$ cat src/rtl/hazard_ctrl_unit_pkg.sv
// Shared types and constants for the pipeline hazard controller.
// Forward-select codes, memory-wait FSM encoding, default widths.
package hazard_ctrl_unit_pkg;

  localparam int REG_AW_DEF = 5;

  localparam logic [1:0] FWD_NONE = 2'b00;
  localparam logic [1:0] FWD_W    = 2'b01;
  localparam logic [1:0] FWD_M    = 2'b10;

  typedef enum logic [1:0] {
    IDLE = 2'b00,
    WAIT = 2'b01,
    ERR  = 2'b10
  } mem_state_e;

endpackage

$ cat src/rtl/hazard_ctrl_unit_sat_counter.sv
// Saturating event counter with synchronous active-high reset.
// Holds at all-ones instead of wrapping.
module sat_counter #(
  parameter int CNT_W = 32
) (
  input  logic             clk,
  input  logic             rst,
  input  logic             inc,
  output logic [CNT_W-1:0] count
);

  always_ff @(posedge clk) begin
    if (rst)
      count <= '0;
    else if (inc && (count != '1))
      count <= count + CNT_W'(1);
  end

endmodule

$ cat src/rtl/hazard_ctrl_unit.sv
// Hazard control: EX forwarding, load-use/RAW stall, branch flush,
// data-memory wait FSM with timeout, and saturating perf counters.
module hazard_ctrl_unit
  import hazard_ctrl_unit_pkg::*;
#(
  parameter int REG_AW      = REG_AW_DEF,
  parameter int FWD_EN      = 1,
  parameter int MEM_TIMEOUT = 16,
  parameter int CNT_W       = 32
) (
  input  logic              clk,
  input  logic              rst,
  input  logic [REG_AW-1:0] Rs1_D,
  input  logic [REG_AW-1:0] Rs2_D,
  input  logic [REG_AW-1:0] Rs1_E,
  input  logic [REG_AW-1:0] Rs2_E,
  input  logic [REG_AW-1:0] RD_E,
  input  logic              RegWriteE,
  input  logic              ResultSrcE,
  input  logic              PCSrcE,
  input  logic [REG_AW-1:0] RD_M,
  input  logic [REG_AW-1:0] RD_W,
  input  logic              RegWriteM,
  input  logic              RegWriteW,
  input  logic              MemReqM,
  input  logic              MemAckM,
  output logic [1:0]        ForwardAE,
  output logic [1:0]        ForwardBE,
  output logic              StallF,
  output logic              StallD,
  output logic              StallE,
  output logic              StallM,
  output logic              FlushD,
  output logic              FlushE,
  output logic              BubbleW,
  output logic              mem_timeout_err,
  output logic [CNT_W-1:0]  stall_cycles,
  output logic [CNT_W-1:0]  flush_events,
  output logic [CNT_W-1:0]  load_use_events
);

  localparam logic [CNT_W-1:0] TO_LAST = CNT_W'(MEM_TIMEOUT - 1);

  mem_state_e       state, state_n;
  logic [CNT_W-1:0] wait_cnt, wait_cnt_n;

  logic m_valid, w_valid, e_valid;
  logic luse, raw, dstall, mstall;
  logic stall_fd;

  assign m_valid = RegWriteM && (RD_M != '0);
  assign w_valid = RegWriteW && (RD_W != '0);
  assign e_valid = RD_E != '0;

  always_comb begin
    ForwardAE = FWD_NONE;
    ForwardBE = FWD_NONE;
    if (FWD_EN != 0) begin
      if (m_valid && (RD_M == Rs1_E))
        ForwardAE = FWD_M;
      else if (w_valid && (RD_W == Rs1_E))
        ForwardAE = FWD_W;
      if (m_valid && (RD_M == Rs2_E))
        ForwardBE = FWD_M;
      else if (w_valid && (RD_W == Rs2_E))
        ForwardBE = FWD_W;
    end
  end

  assign luse = ResultSrcE && e_valid &&
                ((RD_E == Rs1_D) || (RD_E == Rs2_D));

  // W writes the register file before D reads it, so only E and M matter.
  assign raw = (FWD_EN == 0) && (
      (RegWriteE && e_valid &&
       ((RD_E == Rs1_D) || (RD_E == Rs2_D))) ||
      (m_valid && ((RD_M == Rs1_D) || (RD_M == Rs2_D))));

  assign dstall = luse || raw;
  assign mstall = (MemReqM && !MemAckM) || (state == ERR);

  // A taken branch squashes decode, so it cancels the decode stall.
  assign stall_fd = mstall || (dstall && !PCSrcE);

  assign StallF  = stall_fd;
  assign StallD  = stall_fd;
  assign StallE  = mstall;
  assign StallM  = mstall;
  assign BubbleW = mstall;
  assign FlushD  = !mstall && PCSrcE;
  assign FlushE  = !mstall && (PCSrcE || dstall);

  always_ff @(posedge clk) begin
    if (rst) begin
      state    <= IDLE;
      wait_cnt <= '0;
    end else begin
      state    <= state_n;
      wait_cnt <= wait_cnt_n;
    end
  end

  always_comb begin
    state_n    = state;
    wait_cnt_n = wait_cnt;
    unique case (state)
      IDLE: begin
        if (MemReqM && !MemAckM) begin
          state_n    = WAIT;
          wait_cnt_n = CNT_W'(1);
        end
      end
      WAIT: begin
        if (MemReqM && MemAckM)
          state_n = IDLE;
        else if (wait_cnt == TO_LAST)
          state_n = ERR;
        else
          wait_cnt_n = wait_cnt + CNT_W'(1);
      end
      ERR:     state_n = ERR;
      default: state_n = IDLE;
    endcase
  end

  always_comb begin
    mem_timeout_err = (state == ERR);
  end

  sat_counter #(.CNT_W(CNT_W)) u_stall_cnt (
    .clk   (clk),
    .rst   (rst),
    .inc   (StallF),
    .count (stall_cycles)
  );

  sat_counter #(.CNT_W(CNT_W)) u_flush_cnt (
    .clk   (clk),
    .rst   (rst),
    .inc   (PCSrcE && !mstall),
    .count (flush_events)
  );

  sat_counter #(.CNT_W(CNT_W)) u_luse_cnt (
    .clk   (clk),
    .rst   (rst),
    .inc   (luse && !mstall && !PCSrcE),
    .count (load_use_events)
  );

endmodule

$ cat config.mk
export PLATFORM = sky130hd
export DESIGN_NAME = hazard_ctrl_unit
export DESIGN_NICKNAME = d
export VERILOG_FILES = /design/src/rtl/hazard_ctrl_unit_pkg.sv /design/src/rtl/hazard_ctrl_unit_sat_counter.sv /design/src/rtl/hazard_ctrl_unit.sv
export SDC_FILE = /design/constraint.sdc
export NUM_CORES = 1
export LEC_CHECK = 0
export ABC_AREA = 1
export ABC_CLOCK_PERIOD_IN_PS = 3100
export BUFFER_PORTS_ARGS = -buffer_cell sky130_fd_sc_hd__buf_4
export CORE_ASPECT_RATIO = 0.6
export CORE_MARGIN = 2
export CORE_UTILIZATION = 64
export CTS_BUF_LIST = sky130_fd_sc_hd__clkbuf_4
export DETAILED_ROUTE_END_ITERATION = 8
export MAX_ROUTING_LAYER = met4
export PLACE_DENSITY = 0.91
export SLEW_MARGIN = 20
export SYNTH_ARGS = -nofsm -noshare
export SYNTH_HDL_FRONTEND = slang
export SYNTH_HIERARCHICAL = 1
export SYNTH_SLANG_ARGS = --single-unit
$ cat constraint.sdc
create_clock -name clk -period 3.1 [get_ports clk]
set_clock_uncertainty 0.2 [all_clocks]
set_input_delay 0.155 -clock clk [delete_from_list [all_inputs] [get_ports clk]]
set_output_delay 0.155 -clock clk [all_outputs]
set_load 0.02 [all_outputs]
# --- Word-level counts from Yosys, hierarchy flattened ---
# Index checks and enable logic that the tools add are counted.
totals:
  ff_bits: 130
  out_inout_bits: 108
  elab_cells: 69
  inputBits: 44
op_classes:
  n_mux: 12
  n_reduce_logical: 32
  eq_ne: 16
  n_addsub: 4
ops:
  columns: ["operator", "n"]
  rows:
  - ["32-bit by 1-bit adder with 32-bit output, second input constant", 4]
  - ["32-bit 2-to-1 mux", 3]
  - ["32-bit != test, second input constant", 3]
  - ["32-bit one-hot mux with 2 select lines", 1]
  - ["32-bit by 4-bit == test with 1-bit output, second input constant", 1]
  - ["5-bit == test", 6]
  - ["1-bit logical AND", 18]
  - ["5-bit nonzero test", 3]
  - ["2-bit 2-to-1 mux", 5]
  - ["2-bit != test, second input constant", 3]
  - ["2-bit one-hot mux with 3 select lines", 1]
  - ["1-bit logical OR", 4]
  - ["4-bit AND reduction", 1]
  - ["1-bit logical NOT", 3]
  - ["3-bit != test, second input constant", 1]
  - ["2-bit by 1-bit == test with 1-bit output, second input constant", 1]
  - ["2-bit == test, second input constant", 1]
  - ["2-bit logical NOT", 1]
  - ["1-bit 2-to-1 mux", 2]
  - ["2-bit AND reduction", 1]
  - ["2-bit nonzero test", 1]

# --- Logic depth before layout (Yosys ltp) ---
# Gate-level depths: netlist (run 1).
depth:
  word_depth: 7
  ltp_mapped: 16
  mapped_depth_nobuf: 16

# --- Cells and area by module ---
# The synthesis (run 1) kept the hierarchy.
modules_own_cells:
  columns: ["module", "n_inst", "area_each_um2", "cells_each", "seq_area_each_um2"]
  rows:
  - ["sat_counter", 3, 2062.0, 324, 640.6]
  - ["hazard_ctrl_unit", 1, 2982.9, 528, 680.7]

# --- Worst setup path before layout (run 1) ---
# Ideal clock, no wire load.
synth_timing:
  kind: "flip-flop to flip-flop"
  from: "register state[1]"
  to: "register u_stall_cnt.count[25]"
  path_buffers: 0
  setup_ns: 0.115
  path_slack_ns: 0.433
  arrival_ns: 2.351
  period_less_slack_ns: 2.667
  stages_incl_launch_ff: 14
  t_required_ns: 2.785
  cell_sequence: "dfxtp_1 inv_1 o21ai_0 inv_1 nand2_1 inv_2 nor2_1 nand2_1 inv_2 nand2_1 nor2_1 nand3_1 nand2_1 nor2_1"
synth_via:
  elab_chain_len: 4
synth_rtl:
  columns: ["element", "line_no", "source"]
  rows:
  - ["start: declaration", "hazard_ctrl_unit.sv:44", "mem_state_e state, state_n;"]
  - ["start signal: assignment", "hazard_ctrl_unit.sv:98", "state <= state_n;"]
  - ["2-bit == test", "hazard_ctrl_unit.sv:80", "assign mstall = (MemReqM && !MemAckM) || (state == ERR);"]
  - ["1-bit logical OR", "hazard_ctrl_unit.sv:80", null]
  - ["net BubbleW", "hazard_ctrl_unit.sv:35", "output logic BubbleW,"]
  - ["1-bit logical OR", "hazard_ctrl_unit.sv:83", "assign stall_fd = mstall || (dstall && !PCSrcE);"]
  - ["net StallD", "hazard_ctrl_unit.sv:30", "output logic StallD,"]
  - ["1-bit logical AND", "hazard_ctrl_unit_sat_counter.sv:15", "else if (inc && (count != '1))"]
  - ["end signal: assignment", "hazard_ctrl_unit_sat_counter.sv:16", "count <= count + CNT_W'(1);"]
  - ["end: declaration", "hazard_ctrl_unit_sat_counter.sv:9", "output logic [CNT_W-1:0] count"]
# The timed path passes the listed nets, and every way through them passes these cells.
# A chain may end at the register's enable or synchronous reset.

# --- Worst setup path in the final report (run 1) ---
layout_timing:
  from: "input port MemAckM"
  to: "register u_stall_cnt.count[30]"
layout_via:
  elab_chain_len: 5
layout_rtl:
  columns: ["element", "line_no", "source"]
  rows:
  - ["start: declaration", "hazard_ctrl_unit.sv:26", "input logic MemAckM,"]
  - ["1-bit logical NOT", "hazard_ctrl_unit.sv:80", null]
  - ["1-bit logical AND", "hazard_ctrl_unit.sv:80", null]
  - ["1-bit logical OR", "hazard_ctrl_unit.sv:80", null]
  - ["1-bit logical OR", "hazard_ctrl_unit.sv:83", null]
  - ["1-bit logical AND", "hazard_ctrl_unit_sat_counter.sv:15", null]
# No other way between the ends.

==> results of run 1 <==
==> flip-flops by register name, summed over array words and instances (netlist names) <==
| register | count |
|---|---|
| wait_cnt | 32 |
| u_luse_cnt/count | 32 |
| u_flush_cnt/count | 32 |
| u_stall_cnt/count | 32 |
| state | 2 |
==> where the power goes <==
part	switching [mW]	internal (mW)
Clock	0.688	0.715
Sequential	0.0342	1.69
Combinational	0.239	0.146
Total	0.962	2.56
==> what timing repair did <==
action,4_1_cts,5_1_grt
hold endpoints to repair,38,0
hold buffers,6,0
setup endpoints to repair,0,5
gates resized for setup,0,3
==> area by class of cell <==
| cell class | count | share of cell area (%) |
|---|---|---|
| Clock buffer | 17 | 1.20 |
| Inverter | 151 | 5.31 |
| Tap cell | 192 | 2.25 |
| Clock inverter | 14 | 1.99 |
| Multi-Input combinational cell | 1178 | 53.3 |
| Sequential cell | 130 | 24.4 |
| Timing Repair Buffer | 163 | 11.6 |
==> worst max path at each step <==
stage / startpoint / to / slack, ps / cells after the start
2_1_floorplan: state[1] / u_stall_cnt/count[25] / 430 / 13
3_3_place_gp: RD_E[1] / u_luse_cnt/count[17] / 510 / 16
3_5_place_dp: RD_E[1] / u_luse_cnt/count[30] / 470 / 13
4_1_cts: MemReqM / u_flush_cnt/count[25] / 150 / 18
5_1_grt: MemReqM / u_stall_cnt/count[30] / 4 / 17
6_report: MemAckM / u_stall_cnt/count[30] / 160 / 16
==> logic make-up after synthesis <==
family / count (synthesis) / synth area share (%)
and+or+nand+nor: 1033 / 51.7
AOI/OAI and AO/OA: 107 / 6.48
xor gates and xnor gates: 34 / 3.25
adders and majority gates: 4 / 0.546
buffers and inverters: 192 / 9.68
DFF: 130 / 28.4
==> metal layers <==
metal | global-route usage [%] | vias to the layer above
li1 | - | 5046
met1 | 50.4 | 4765
met2 | 52.6 | 634
met3 | 7.53 | 48
met4 | 11.3 | 0
met5 | - | -
==> synth_stat cells, drive strengths merged <==
cell and count:
clkinv 3, o211ai 1, or2 1, and2 3
nor3 16, nand3 162, nor4 2, nand4 48
xnor2 13, clkbuf 7, a21oi 76, xor2 21
buf 34, nand2 448, o21ai 9, nand3b 3
o21bai 6, dfxtp 130, nor2 349, a31oi 15
nor3b 1, inv 148, ha 4
==> worst max-delay path: stages <==
cell                            delay (ps)
sky130_fd_sc_hd__dlygate4sd3_1         540
sky130_fd_sc_hd__buf_4                 140
sky130_fd_sc_hd__nor2_1                130
sky130_fd_sc_hd__dlygate4sd3_1         560
sky130_fd_sc_hd__inv_1                  50
sky130_fd_sc_hd__o21ai_0                80
sky130_fd_sc_hd__buf_4                 200
sky130_fd_sc_hd__inv_1                  60
sky130_fd_sc_hd__nand2_1               110
sky130_fd_sc_hd__buf_4                 230
sky130_fd_sc_hd__nand2_1               100
sky130_fd_sc_hd__nor2_1                510
sky130_fd_sc_hd__nand3_1               160
sky130_fd_sc_hd__nand2_1                90
sky130_fd_sc_hd__inv_1                  40
sky130_fd_sc_hd__nor2_1                 80
==> summary.md, run 1 <==
Clock latency on the worst-skew pair, taken at its later pin, is 540 ps. TritonCTS built the clock tree. The floorplan step defined a core boundary enclosing 13800 um2.

The overall power after layout was 3.52 mW. The clock buffer count from CTS is 17, and the clock period minus worst slack is 2940 ps. The number of standard-cell rows in the floorplan came out at 33. Final RePlAce weighted congestion: 0.957. Leaving out fill and tap cells, the most frequent cell in the layout is sky130_fd_sc_hd__nand2_1.

For the via count of the first global-routing pass, the log shows 9250. The tightest min-delay check is of the in2reg type. For this design the static power due to leakage is 4.79 nW. The number of instances on the worst hold path was 9.

The cell area after placement came out at 10300 um2. Across the VDD grid, the largest voltage drop is 0.000256 V. The final layout contains routed wiring with a total length of 26800 um.

Routed signal wires occupy layers up through met4. The logs give 1548 for the post-synth net total and 66.3% for the starting density of the core. Yosys attributes the largest share of cell area to sky130_fd_sc_hd__dfxtp_1 28%, sky130_fd_sc_hd__nand2_1 17%, sky130_fd_sc_hd__nor2_1 13%.

The count of final hold-check violations is 0, and the layout overhead on the synthesized area is 16.4%. STA classifies the critical path startpoint as an input port. Prior to clock tree synthesis, the placed netlist has a worst setup slack of 469 ps.

The worst hold path begins at Rs2_D[3]. With fillers left out, the area of the finished cells amounts to 10700 um2. In this run, the number of DRC markers left after iteration 0 of detailed routing was 1273.

CTS saw 130 sinks. Dividing the synthesized area by the synthesized cell count gives 6.11 um2. For the total of max-cap violations, the log shows 0. In this run the critical register-to-register path is launched from wait_cnt[1]. Fill cells in the final layout number 1136.

The layout cell share with drive strength beyond 1 works out to 18.3%. The endpoint required time on the critical path came out at 3400 ps. In the layout the commonest cells are 418 x sky130_fd_sc_hd__nand2_1, 309 x sky130_fd_sc_hd__nor2_1, 157 x sky130_fd_sc_hd__buf_4.

In this run the remaining antenna-violating nets after routing total 0. In this run, placement finished with an instance count of 1808. The run gives 1845 as the non-filler instance count after layout.

Synthesis produced 1500 cells. Global routing finished with a remaining overflow of 0. The post-detailed-route wirelength per cell works out to 14.5 um. In this run the cell area of the synthesized design comes to 9170 um2. Setup repair after global routing left no endpoint under its margin. The number of diodes was 0. Detailed routing placed a total of 3090 um of wire on met3. In the final layout, the multi-input gates occupy 5690 um2.

Ratio of total power to cell area: 329 nW/um2. The first detailed-routing pass took 9 iterations. Endpoint of the most critical register-to-register path: state[1]. Most area-hungry cell type in the Yosys netlist: sky130_fd_sc_hd__dfxtp_1. The flow ran to the end, and the final reports show no timing, DRC or antenna violations. The count of pins over their slew limit is 0, and the width of the chip is 159 um. The arrival time reported for the critical path endpoint is 3240 ps. The clock transition at the registers of the reported paths came out at 130 ps. The depth of the most critical reg-to-reg path was 8.

In the post-route analysis, the smallest setup slack over all paths is 161 ps. The worst hold path terminates at u_luse_cnt/count[12]. In the final routing, the length of wire on met1 measures 11600 um. Final worst hold slack: 215 ps. The die covers 15300 um2.

The height of the die was 96.7 um; the number of vias per cell after detailed routing was 5.69. The tree is rooted in a sky130_fd_sc_hd__clkbuf_4. The number of ports placed on the die boundary came out at 152. The Yosys step of the flow raised 6 warnings. The detailed placement HPWL is 19800 um, and the share of Yosys cell area claimed by the top area cell type is 28.4%. The clock tree synthesis step divided the H-tree into 4 levels.

The worst slew margin relative to its limit was 50.6%; the register bit count reported by yosys was 130. The met2 wire length came out at 11600 um. Setup violations remaining at the end of the flow were counted as 0. Sequential cells were found to cover 28.4% of the synthesized design area. After the last flow step, the layout net total stands at 1689.

The final-layout setup total negative slack was 0 ps. The run gives 0 as the DRC violation count after routing. The worst setup path is of the in2reg kind. In the finished design, the share of the clock period the worst path needs comes to 94.8%.

The maximum count of clock buffers along a single path was 2. The logs give 2600 um2 for the area used by sequential logic in the layout and 0 for the number of antenna violations at the first check in global routing. Global routing consumed, over all layers together, 36.2% of the routing resources. The run gives 37 as the unique cell type count in the Yosys netlist.

In this run the post-CTS setup repair buffer count came out at 0. The tools report the overall via count from detail_route as 10500. The maximum fanout count along the critical path was 15. The kind of end point of the critical path was a flop. For this run, the share of the core covered by cells in the final layout is 77.2%. At the pin with the least slew margin, the transition time is 740 ps. Across all register-to-register paths, the minimum setup slack is 560 ps. The upper clock frequency limit came out at 0.340 GHz. The number of buffers added on ports is 150, and the pin count of the biggest net entering global routing is 42.

The wire length of the first global-routing pass was 44300 um.
(Power assumes the default switching activity.)
==> inputs of run 2 (changes only) <==
--- a/config.mk
+++ b/config.mk
@@ -8,9 +8,11 @@
 export ABC_AREA = 1
 export ABC_CLOCK_PERIOD_IN_PS = 3100
 export BUFFER_PORTS_ARGS = -buffer_cell sky130_fd_sc_hd__buf_4
+export CELL_PAD_IN_SITES_DETAIL_PLACEMENT = 0
+export CELL_PAD_IN_SITES_GLOBAL_PLACEMENT = 1
 export CORE_ASPECT_RATIO = 0.6
 export CORE_MARGIN = 2
-export CORE_UTILIZATION = 64
+export CORE_UTILIZATION = 44
 export CTS_BUF_LIST = sky130_fd_sc_hd__clkbuf_4
 export DETAILED_ROUTE_END_ITERATION = 8
 export MAX_ROUTING_LAYER = met4
==> summary.md, run 2 (same netlist as run 1, synthesis figures left out) <==
The logs give 0 for the post-CTS setup-driven buffer insertion count and 2075 for the number of filler cells placed in the layout. For the clock latency on the worst-skew pair, the log shows 590 ps. The core region is 20200 um2.

The number of antenna violations at the first check in global routing was 0. The number of iterations in the first detailed-routing pass is 8. The kind of end point of the critical path was a flop.

For this run the aggregate overflow at the end of global routing stands at 0. At the end of routability-driven placement, the weighted congestion stood at 0.920. The maximum count of clock buffers along a single path came out at 2. Count of final hold-check violations: 0.

Cell internal power was estimated by the tool at 2.47 mW. At the end of the flow, the number of nets in the layout was 1691. The number of buffers added on ports works out to 150. With fillers left out, the area of the finished cells amounts to 10800 um2. Leaving out fill and tap cells, the most frequent cell in the layout is sky130_fd_sc_hd__nand2_1. The logs give 8635 for the via count of the first global-routing pass and 44600 um for the wire length of the first global-routing pass.

Combinational logic burns 11.2% of the power. The worst hold path passes through 9 cells. The floorplan step defined a die boundary enclosing 22000 um2. The cell area after placement is 10400 um2.

The count of pins over their slew limit was 0. Setup repair after global routing left no endpoint under its margin. Clock-pin slew was measured on the worst setup and hold paths at 130 ps. Startpoint of the tightest hold check path: Rs2_D[3].

The analysis attributes to net switching a power of 0.999 mW. The tools report the number of standard-cell rows in the floorplan as 40. For the worst setup path, the data required time is 3440 ps. In this run the tightest slew margin relative to its limit is 59.1%. Actual slew at the worst max-slew pin: 611 ps. The minimum setup slack among reg-to-reg paths was 540 ps.

Maximum vdd drop: 0.000199 V. The number of DRC markers after the initial detailed-route iteration is 900, and the H-tree depth is 4. TritonCTS built the clock tree. The number of clock sinks came out at 130.

The worst register-to-register path begins at wait_cnt[0]. Per report_power, the sequential group accounts for 49.7% of the total. The tools report the count of antenna-violating nets left after detailed routing as 0.

For this run, the total global-route usage over all layers was measured as 26.3%. The endpoint of the most critical register-to-register path is state[1]. The die is 190 um wide.

Of the total power, the share spent switching nets is 28.8%. Of the available clock period, the critical path in the final layout requires 91.5%. The number of diodes was 0; the depth of the most critical reg-to-reg path was 9. At the worst endpoint, the arrival time is 3180 ps. The height of the die is 116 um. The flow ran to the end, and the final reports show no timing, DRC or antenna violations. Using the TritonRoute via totals, the vias-per-cell ratio works out to 5.14. For this design the top-level I/O count stands at 152. Post-detailed-route wirelength per cell: 14.3 um.

For this configuration, the core starts out at a cell density of 45.3%. In the final timing run, aggregate negative setup slack is 0 ps. In the routed design, unresolved DRC markers number 0. For the upper clock frequency limit, the log shows 0.353 GHz. Clock tree synthesis inserted a total of 17 buffers. The tools report the endpoint of the worst hold path as u_luse_cnt/count[21].

The run gives 0 as the final-report setup violation count. Max-cap violations in this run came to 0. The layout cell share with drive strength beyond 1 came out at 18.2%. Cell at the root of the clock tree: sky130_fd_sc_hd__clkbuf_4. The tightest min-delay check is of the in2reg type. Counting I/O delays and the setup requirement, the final critical path takes 2840 ps. In this run the worst path has a maximum fanout of 9.

The pin count of the biggest net entering global routing was 42. The startpoint class of the critical path was an input port. The run gives 4.79 nW as the cell leakage power. Compared with the post-synthesis result, the final layout area differs by 17.4%. In the layout the commonest cells are 418 x sky130_fd_sc_hd__nand2_1, 311 x sky130_fd_sc_hd__nor2_1, 159 x sky130_fd_sc_hd__buf_4. Dividing total power by cell area gives a power density of 323 nW/um2. The tools report the detailed placement HPWL as 20700 um. The clock network burns 39.1% of the power.

Overall via count from detail_route: 9912. The critical setup path kind was in2reg. Summed over all layers, the routed wires come to 27500 um.
-- run 2: layout make-up --
cell class | count | area, um2 | area share [%]
clock buffers | 17 | 128 | 1.19
clock inverters | 15 | 190 | 1.77
inverters | 151 | 567 | 5.26
multi-input cells | 1178 | 5690 | 52.8
flip-flops and latches | 130 | 2600 | 24.2
well taps | 273 | 342 | 3.17
repair buffers | 165 | 1250 | 11.6
-- run 2: how the worst max path moves through the flow --
stage	start	to	slack, ps	cells past startpoint
6_report	MemAckM	u_stall_cnt/count[30]	260	15
5_1_grt	MemAckM	u_stall_cnt/count[25]	10	17
4_1_cts	MemAckM	u_luse_cnt/count[25]	7	18
3_5_place_dp	state[1]	u_stall_cnt/count[25]	370	13
3_3_place_gp	RD_E[1]	u_luse_cnt/count[17]	440	16
2_1_floorplan	state[1]	u_stall_cnt/count[25]	430	13
-- run 2: through the flow --
stage | cells | setup WS [ps] | utilization (%) | hold slack [ps] | power [mW]
2_1_floorplan | 1500 | 433 | - | 24.1 | 2.00
3_3_place_gp | 1891 | 438 | 51.4 | 289 | 2.14
3_5_place_dp | 1891 | 366 | 51.4 | 296 | 2.15
4_1_cts | 1929 | 7.05 | 53.2 | 52.5 | 3.51
5_1_grt | 1929 | 10.6 | 53.3 | 122 | 3.63
6_report | 1929 | 263 | 53.3 | 43.8 | 3.47
-- run 2: per-layer routing --
layer	track usage (%)	routed length [um]	vias up
met5	-	0	-
li1	-	-	5071
met4	7.75	422	0
met1	39.9	14700	4515
met2	35.0	10700	304
met3	4.06	1730	22
-- run 2: power groups by stage --
| stage | logic (mW) | clock network (mW) | registers [mW] |
|---|---|---|---|
| after global routing | 0.438 | 1.46 | 1.73 |
| after detailed placement | 0.383 | 0 | 1.76 |
| final | 0.389 | 1.36 | 1.73 |
| after floorplan | 0.246 | 0 | 1.76 |
| after CTS | 0.390 | 1.39 | 1.73 |
| after global placement | 0.378 | 0 | 1.76 |
-- run 2: worst max-delay path, cell delays in order --
cell and delay, ps:
sky130_fd_sc_hd__dlygate4sd3_1 540, sky130_fd_sc_hd__buf_4 140, sky130_fd_sc_hd__nor2_1 160, sky130_fd_sc_hd__dlygate4sd3_1 580
sky130_fd_sc_hd__inv_1 60, sky130_fd_sc_hd__o21ai_2 140, sky130_fd_sc_hd__inv_1 100, sky130_fd_sc_hd__nand2_1 160
sky130_fd_sc_hd__buf_4 210, sky130_fd_sc_hd__nand2_1 100, sky130_fd_sc_hd__nor2_1 480, sky130_fd_sc_hd__nand3_1 140
sky130_fd_sc_hd__nand2_1 90, sky130_fd_sc_hd__inv_1 40, sky130_fd_sc_hd__nor2_1 80
-- run 2: what timing repair did --
item / CTS / global route
hold buffers: 6 / 0
endpoints found under the hold margin: 38 / 0
gates resized for setup: 0 / 3
endpoints found under the setup margin: 0 / 22
